--- src/rtl/uart_pkg.sv ---
// Shared UART definitions: FSM state encoding and counter-width helper.
// Used by uart_rx and uart_tx. The s_parity state exists only when
// UART_RX_PARITY_EN is defined; otherwise the state fits in 2 bits.
package uart_pkg;

`ifdef UART_RX_PARITY_EN
  typedef enum logic [2:0] {
    s_idle   = 3'd0,
    s_start  = 3'd1,
    s_data   = 3'd2,
    s_stop   = 3'd3,
    s_parity = 3'd4
  } uart_state_e;
`else
  typedef enum logic [1:0] {
    s_idle  = 2'd0,
    s_start = 2'd1,
    s_data  = 2'd2,
    s_stop  = 2'd3
  } uart_state_e;
`endif

  // A down-counter that is loaded with n needs one bit beyond $clog2(n)
  // so that n itself (e.g. an exact power of two) is representable.
  function automatic int cnt_width(input int n);
    return $clog2(n) + 1;
  endfunction

endpackage

--- src/rtl/sync_2ff.sv ---
// Two-flop synchronizer for a single asynchronous bit. Both stages reset to
// p_rst_val so the synchronized output is well defined straight out of reset.
module sync_2ff #(
  parameter logic p_rst_val = 1'b1
) (
  input  logic i_clk,
  input  logic i_rst_n,
  input  logic i_d,
  output logic o_q
);

  logic meta_q, meta_d;
  logic sync_q, sync_d;

  // Next values are simply a one-stage shift.
  always_comb begin
    meta_d = i_d;
    sync_d = meta_q;
  end

  // Synchronizer flops with synchronous active-low reset.
  always_ff @(posedge i_clk) begin
    if (!i_rst_n) begin
      meta_q <= p_rst_val;
      sync_q <= p_rst_val;
    end else begin
      meta_q <= meta_d;
      sync_q <= sync_d;
    end
  end

  assign o_q = sync_q;

endmodule

--- src/rtl/uart_rx.sv ---
// UART receiver: mid-bit sampling, LSB-first assembly, write-side FIFO
// strobe, and single-cycle frame-error / overrun pulses.
// Optional feature macro: UART_RX_PARITY_EN adds an even-parity bit between
// the data bits and the stop bit, plus the o_parity_err pulse output.
//
// Handshake: o_fifo_wr_en is a one-cycle write strobe qualified by
// i_fifo_full, which is sampled only in the stop-event cycle; a frame that
// meets a full FIFO is dropped and reported on o_overrun instead.
module uart_rx
  import uart_pkg::*;
#(
  parameter int p_delay_cnt = 434,
  parameter int p_bit_cnt   = 8
) (
  input  logic                 i_clk,
  input  logic                 i_rst_n,
  input  logic                 i_sig,
  output logic [p_bit_cnt-1:0] o_fifo_wr_data,
  output logic                 o_fifo_wr_en,
  input  logic                 i_fifo_full,
  output logic                 o_frame_err,
  output logic                 o_overrun
`ifdef UART_RX_PARITY_EN
  ,
  output logic                 o_parity_err
`endif
);

  localparam int c_dw = cnt_width(p_delay_cnt);
  localparam int c_bw = cnt_width(p_bit_cnt);

  localparam logic [c_dw-1:0] c_full  = c_dw'(p_delay_cnt);
  localparam logic [c_dw-1:0] c_half  = c_dw'(p_delay_cnt / 2);
  localparam logic [c_bw-1:0] c_nbits = c_bw'(p_bit_cnt);

  logic sig_s;

  uart_state_e          state_q, state_d;
  logic [c_dw-1:0]      dly_q, dly_d;
  logic [c_bw-1:0]      bits_q, bits_d;
  logic [p_bit_cnt-1:0] shift_q, shift_d;
  logic [p_bit_cnt-1:0] wr_data_q, wr_data_d;
  logic                 wr_en_q, wr_en_d;
  logic                 ferr_q, ferr_d;
  logic                 ovr_q, ovr_d;
  // Cleared by a frame error so a held-low break cannot restart reception
  // until the line has been seen high again.
  logic                 armed_q, armed_d;
  logic                 dly_evt;
`ifdef UART_RX_PARITY_EN
  logic                 par_q, par_d;
  logic                 perr_q, perr_d;
`endif

  sync_2ff #(.p_rst_val(1'b1)) u_sync (
    .i_clk   (i_clk),
    .i_rst_n (i_rst_n),
    .i_d     (i_sig),
    .o_q     (sig_s)
  );

  // The sample point fires in the cycle the delay counter reads 1.
  always_comb begin
    dly_evt = (dly_q == c_dw'(1));
  end

  // Next-state, counters, shift register and output pulses.
  always_comb begin
    state_d   = state_q;
    dly_d     = (dly_q != '0) ? (dly_q - c_dw'(1)) : '0;
    bits_d    = bits_q;
    shift_d   = shift_q;
    wr_data_d = wr_data_q;
    wr_en_d   = 1'b0;
    ferr_d    = 1'b0;
    ovr_d     = 1'b0;
    armed_d   = armed_q | sig_s;
`ifdef UART_RX_PARITY_EN
    par_d     = par_q;
    perr_d    = 1'b0;
`endif

    case (state_q)
      s_idle: begin
        if (armed_q && !sig_s) begin
          dly_d   = c_half;
          state_d = s_start;
        end
      end

      s_start: begin
        if (dly_evt) begin
          if (!sig_s) begin
            dly_d   = c_full;
            bits_d  = c_nbits;
            state_d = s_data;
`ifdef UART_RX_PARITY_EN
            par_d   = 1'b0;
`endif
          end else begin
            // Start bit gone by mid-bit: treat as a glitch.
            state_d = s_idle;
          end
        end
      end

      s_data: begin
        if (dly_evt) begin
          shift_d                = shift_q >> 1;
          shift_d[p_bit_cnt-1]   = sig_s;
          dly_d                  = c_full;
`ifdef UART_RX_PARITY_EN
          par_d                  = par_q ^ sig_s;
`endif
          if (bits_q == c_bw'(1)) begin
`ifdef UART_RX_PARITY_EN
            state_d = s_parity;
`else
            state_d = s_stop;
`endif
          end else begin
            bits_d = bits_q - c_bw'(1);
          end
        end
      end

`ifdef UART_RX_PARITY_EN
      s_parity: begin
        if (dly_evt) begin
          par_d   = par_q ^ sig_s;
          dly_d   = c_full;
          state_d = s_stop;
        end
      end
`endif

      s_stop: begin
        if (dly_evt) begin
          // Leaving at mid-stop-bit keeps a back-to-back start edge visible.
          state_d = s_idle;
          if (!sig_s) begin
            ferr_d  = 1'b1;
            armed_d = 1'b0;
`ifdef UART_RX_PARITY_EN
          end else if (par_q) begin
            perr_d  = 1'b1;
`endif
          end else if (i_fifo_full) begin
            ovr_d = 1'b1;
          end else begin
            wr_en_d   = 1'b1;
            wr_data_d = shift_q;
          end
        end
      end

      default: begin
        state_d = s_idle;
      end
    endcase
  end

  // State and datapath registers; reset aborts any frame in progress.
  always_ff @(posedge i_clk) begin
    if (!i_rst_n) begin
      state_q   <= s_idle;
      dly_q     <= '0;
      bits_q    <= '0;
      shift_q   <= '0;
      wr_data_q <= '0;
      wr_en_q   <= 1'b0;
      ferr_q    <= 1'b0;
      ovr_q     <= 1'b0;
      armed_q   <= 1'b1;
`ifdef UART_RX_PARITY_EN
      par_q     <= 1'b0;
      perr_q    <= 1'b0;
`endif
    end else begin
      state_q   <= state_d;
      dly_q     <= dly_d;
      bits_q    <= bits_d;
      shift_q   <= shift_d;
      wr_data_q <= wr_data_d;
      wr_en_q   <= wr_en_d;
      ferr_q    <= ferr_d;
      ovr_q     <= ovr_d;
      armed_q   <= armed_d;
`ifdef UART_RX_PARITY_EN
      par_q     <= par_d;
      perr_q    <= perr_d;
`endif
    end
  end

  assign o_fifo_wr_data = wr_data_q;
  assign o_fifo_wr_en   = wr_en_q;
  assign o_frame_err    = ferr_q;
  assign o_overrun      = ovr_q;
`ifdef UART_RX_PARITY_EN
  assign o_parity_err   = perr_q;
`endif

endmodule

--- config.mk ---
export PLATFORM = sky130hd
export DESIGN_NAME = uart_rx
export DESIGN_NICKNAME = d
export VERILOG_FILES = /design/src/rtl/uart_pkg.sv /design/src/rtl/sync_2ff.sv /design/src/rtl/uart_rx.sv
export SDC_FILE = /design/constraint.sdc
export NUM_CORES = 1
export LEC_CHECK = 0
export CAP_MARGIN = 20
export CORE_AREA = 8 8 74 89
export CTS_CLUSTER_SIZE = 30
export DETAILED_ROUTE_END_ITERATION = 12
export DIE_AREA = 0 0 82 97
export GPL_TIMING_DRIVEN = 0
export HOLD_SLACK_MARGIN = 0.03
export PLACE_DENSITY = 0.49
export SYNTH_ARGS = -nofsm -noshare
export SYNTH_HDL_FRONTEND = slang
export SYNTH_SLANG_ARGS = --single-unit
--- constraint.sdc ---
create_clock -name i_clk -period 2.3 [get_ports i_clk]
set_input_delay 0.345 -clock i_clk [delete_from_list [all_inputs] [get_ports i_clk]]
set_output_delay 0.345 -clock i_clk [all_outputs]
set_load 0.005 [all_outputs]
==> results_dict.tcl <==
set metrics [dict create \
    status "finished clean" \
    gp_congestion 0.772 \
    numCtsBuffers 5 \
    max_cap_violations 0 \
    ys_warn_count 0 \
    cts_max_path_buffers 2 \
    postCtsSetupBuffers 0 \
    root_buffer "clkbuf_8" \
    grt_pass1_vias 1474 \
    yosysSeqAreaShare_pct 44.8 \
    rsz0062_at_grt "false" \
    die_y_um 97 \
    n_antenna_cell 0 \
    portBuffers 14 \
    p_int_mw 1.28 \
    drc 0 \
    utilization_pct 39.0 \
    worstMarginPinSlew_ps 810 \
    initial_core_util_pct 33.0 \
    die_x_um 82 \
    wire_per_inst_um 14.6 \
    first_pass_iters 4 \
    coreArea_um2 5150 \
    critPathRequiredTime_ps 2460 \
    finClkSkew_ps 5.75 \
    rr_worst_depth 4 \
    slew_violations 0 \
    path_cells "clkdlybuf4s50_1, and4b_1, clkbuf_1, nand4_1, nand2_1, a21oi_1" \
    area_growth_pct 18.4 \
    slowest_delay_ps 470 \
    htreeDepth 2 \
    period_needed_ps 1990 \
    p_clk_share_pct 24.0 \
    place_hpwl_um 2920 \
    wirelength_um 4120 \
    critPathLaunchType "input port" \
    antenna_found_initial 0 \
    rows 29 \
    crit_slowest_cell "nand4_1" \
    finalHoldViolCount 0 \
    synth_edf_count 0 \
    p_total_mw 2.04 \
    drive_gt1_share_pct 8.18 \
    clock_latency_ps 290 \
    timing.fmax_mhz 502 \
    netlist-cell-type-count 41 \
    nets 228 \
    grt_max_degree 13 \
    cts_tree "yes" \
    syn_nets 207 \
    async_reset_ff_share_pct 0 \
    sequentialPowerShare_pct 42.3 \
    r2r_setup_slack_ps 360 \
    drt_iter0_markers 93 \
    dieArea_um2 7950 \
    netlist_area_um2 1700 \
    path_max_fanout 10 \
    setup_viol 0 \
    yosys_most_used_dff "dfxtp_1" \
    drtAntennaViolNets 0 \
    io_pins 15 \
    hp-start "u_sync.meta_q" \
    p_sw_share_pct 37.2 \
    final_cells 282 \
    p_per_area_nw_per_um2 1010 \
    relSlewSlack_pct 45.9 \
    grt_pass1_wl_um 7070 \
    holdPathEnd "u_sync.o_q" \
    r2r-start "state_q[0]" \
    worstHoldPathType "flop to flop" \
    clkTransAtPathRegs_ps 80 \
    hold_path_depth 1 \
    endpoint_kind "flop" \
    power.switching_uw 757 \
    fin_crit_sh_pct 86.7 \
    grt.total_usage_pct 11.5 \
    p_comb_share_pct 33.7 \
    post-place-cells 274 \
    leakage_nw 0.709 \
    hold_buffers 0 \
    irDropWorstVdd_mv 0.549 \
    syn_avg_cell_area_um2 8.58 \
    critical_path_class "input port to flop" \
    postSynthCellCount 198 \
    avgViaCountPerCell 5.13 \
    fin_setup_tns_ps 0 \
    cp.arrival_ps 2150 \
    whs_ps 411 \
    grt_overflow 0 \
    ys_ff_latch 38 \
    clock-sinks 38 \
    worstReg2RegEnd "dly_q[0]" \
    ctsResizeCount 0 \
    vias 1448 \
]
[sequential cells by signal, indices dropped and copies added (netlist names), named ones only]
name	count
shift_q	8
o_fifo_wr_data	8
o_overrun	1
o_frame_err	1
u_sync.meta_q	1
bits_q	4
state_q	1
dly_q	10
o_fifo_wr_en	1
u_sync.o_q	1
armed_q	1
[cells in the final DEF, fill, tap and decap left out, types with 3 or more instances in the layout]
cell type | synthesis | routed
nand3_1 | 23 | 23
clkdlybuf4s50_1 | 0 | 14
nor2_1 | 7 | 7
nand4_1 | 3 | 3
clkbuf_8 | 0 | 6
dfxtp_1 | 38 | 38
inv_1 | 6 | 6
clkbuf_1 | 7 | 7
nor3_1 | 8 | 8
a21oi_1 | 28 | 28
o21ai_0 | 5 | 5
nand2_1 | 20 | 20
xor2_1 | 3 | 3
nand2b_1 | 5 | 5
o21a_1 | 3 | 3
buf_2 | 3 | 3
nor3b_1 | 3 | 3
ha_1 | 5 | 5
[synthesized netlist by cell type, drive strengths merged (3+ instances only)]
cell | number | area [µm²]
dfxtp | 38 | 761
a21oi | 28 | 140
nand3 | 24 | 125
nand2 | 20 | 75.1
nor3 | 9 | 50.1
clkbuf | 7 | 26.3
nor2 | 7 | 26.3
inv | 6 | 22.5
ha | 5 | 62.6
nand2b | 5 | 31.3
o21ai | 5 | 25.0
and3 | 3 | 20.0
buf | 3 | 15.0
nand4 | 3 | 18.8
nor3b | 3 | 22.5
o21a | 3 | 22.5
xor2 | 3 | 26.3
[metal layers]
| metal | track usage, % | part of all wire, % |
|---|---|---|
| met1 | 12.4 | 42 |
| met2 | 19.7 | 51 |
| met3 | 3.52 | 3.9 |
| met4 | 4.88 | 2.3 |
| met5 | 0 | 0 |
[through the flow]
| step | setup slack, ps | cell area [µm²] |
|---|---|---|
| floorplan | 685 | 1700 |
| global placement | -89.5 | 1920 |
| detailed placement | -112 | 1920 |
| CTS | 225 | 2010 |
| global route | 114 | 2010 |
| finish | 306 | 2010 |
[cell type report]
type | instances | area, µm²
fillers | 545 | 3140
repair buffers | 14 | 140
inverters | 6 | 22.5
well taps | 62 | 77.6
plain buffers | 10 | 41.3
flip-flops and latches | 38 | 761
clock inverters | 2 | 12.5
multi-input cells | 144 | 875
clock buffers | 6 | 82.6
[logic make-up (layout without fill, tap and decap cells)]
kind of cell	Yosys count	count (layout)	share of synthesized area, %
XOR/XNOR	5	5	2.58
flip-flops	38	38	44.8
adder cells (fa/ha/maj)	5	5	3.68
AND/OR/NAND/NOR	86	86	28.4
AO/OA/AOI/OAI	48	48	16.8
buffers and inverters	16	38	3.76
[critical path: cells and delay by family]
kind,cells,cell delay [ps]
AND/OR/NAND/NOR,3,910
AO/OA/AOI/OAI,1,70
buffers and inverters,2,840
[power by group through the flow]
stage	clock network, mW	registers [mW]	logic (mW)
after floorplan	0	0.848	0.550
after global placement	0	0.879	0.681
after detailed placement	0	0.876	0.679
after CTS	0.516	0.863	0.685
after global routing	0.542	0.877	0.785
final	0.489	0.862	0.686
[how the worst max path moves through the flow]
stage	from	endpoint	slack (ps)	cells after the start
3_3_place_gp	i_fifo_full	o_fifo_wr_data[6]	-90	6
6_report	i_fifo_full	o_fifo_wr_data[1]	310	6
5_1_grt	i_fifo_full	o_fifo_wr_data[6]	110	6
4_1_cts	i_fifo_full	o_fifo_wr_data[0]	220	6
2_1_floorplan	dly_q[4]	bits_q[2]	690	4
3_5_place_dp	i_fifo_full	o_fifo_wr_data[6]	-110	6
(Power assumes the default switching activity.)
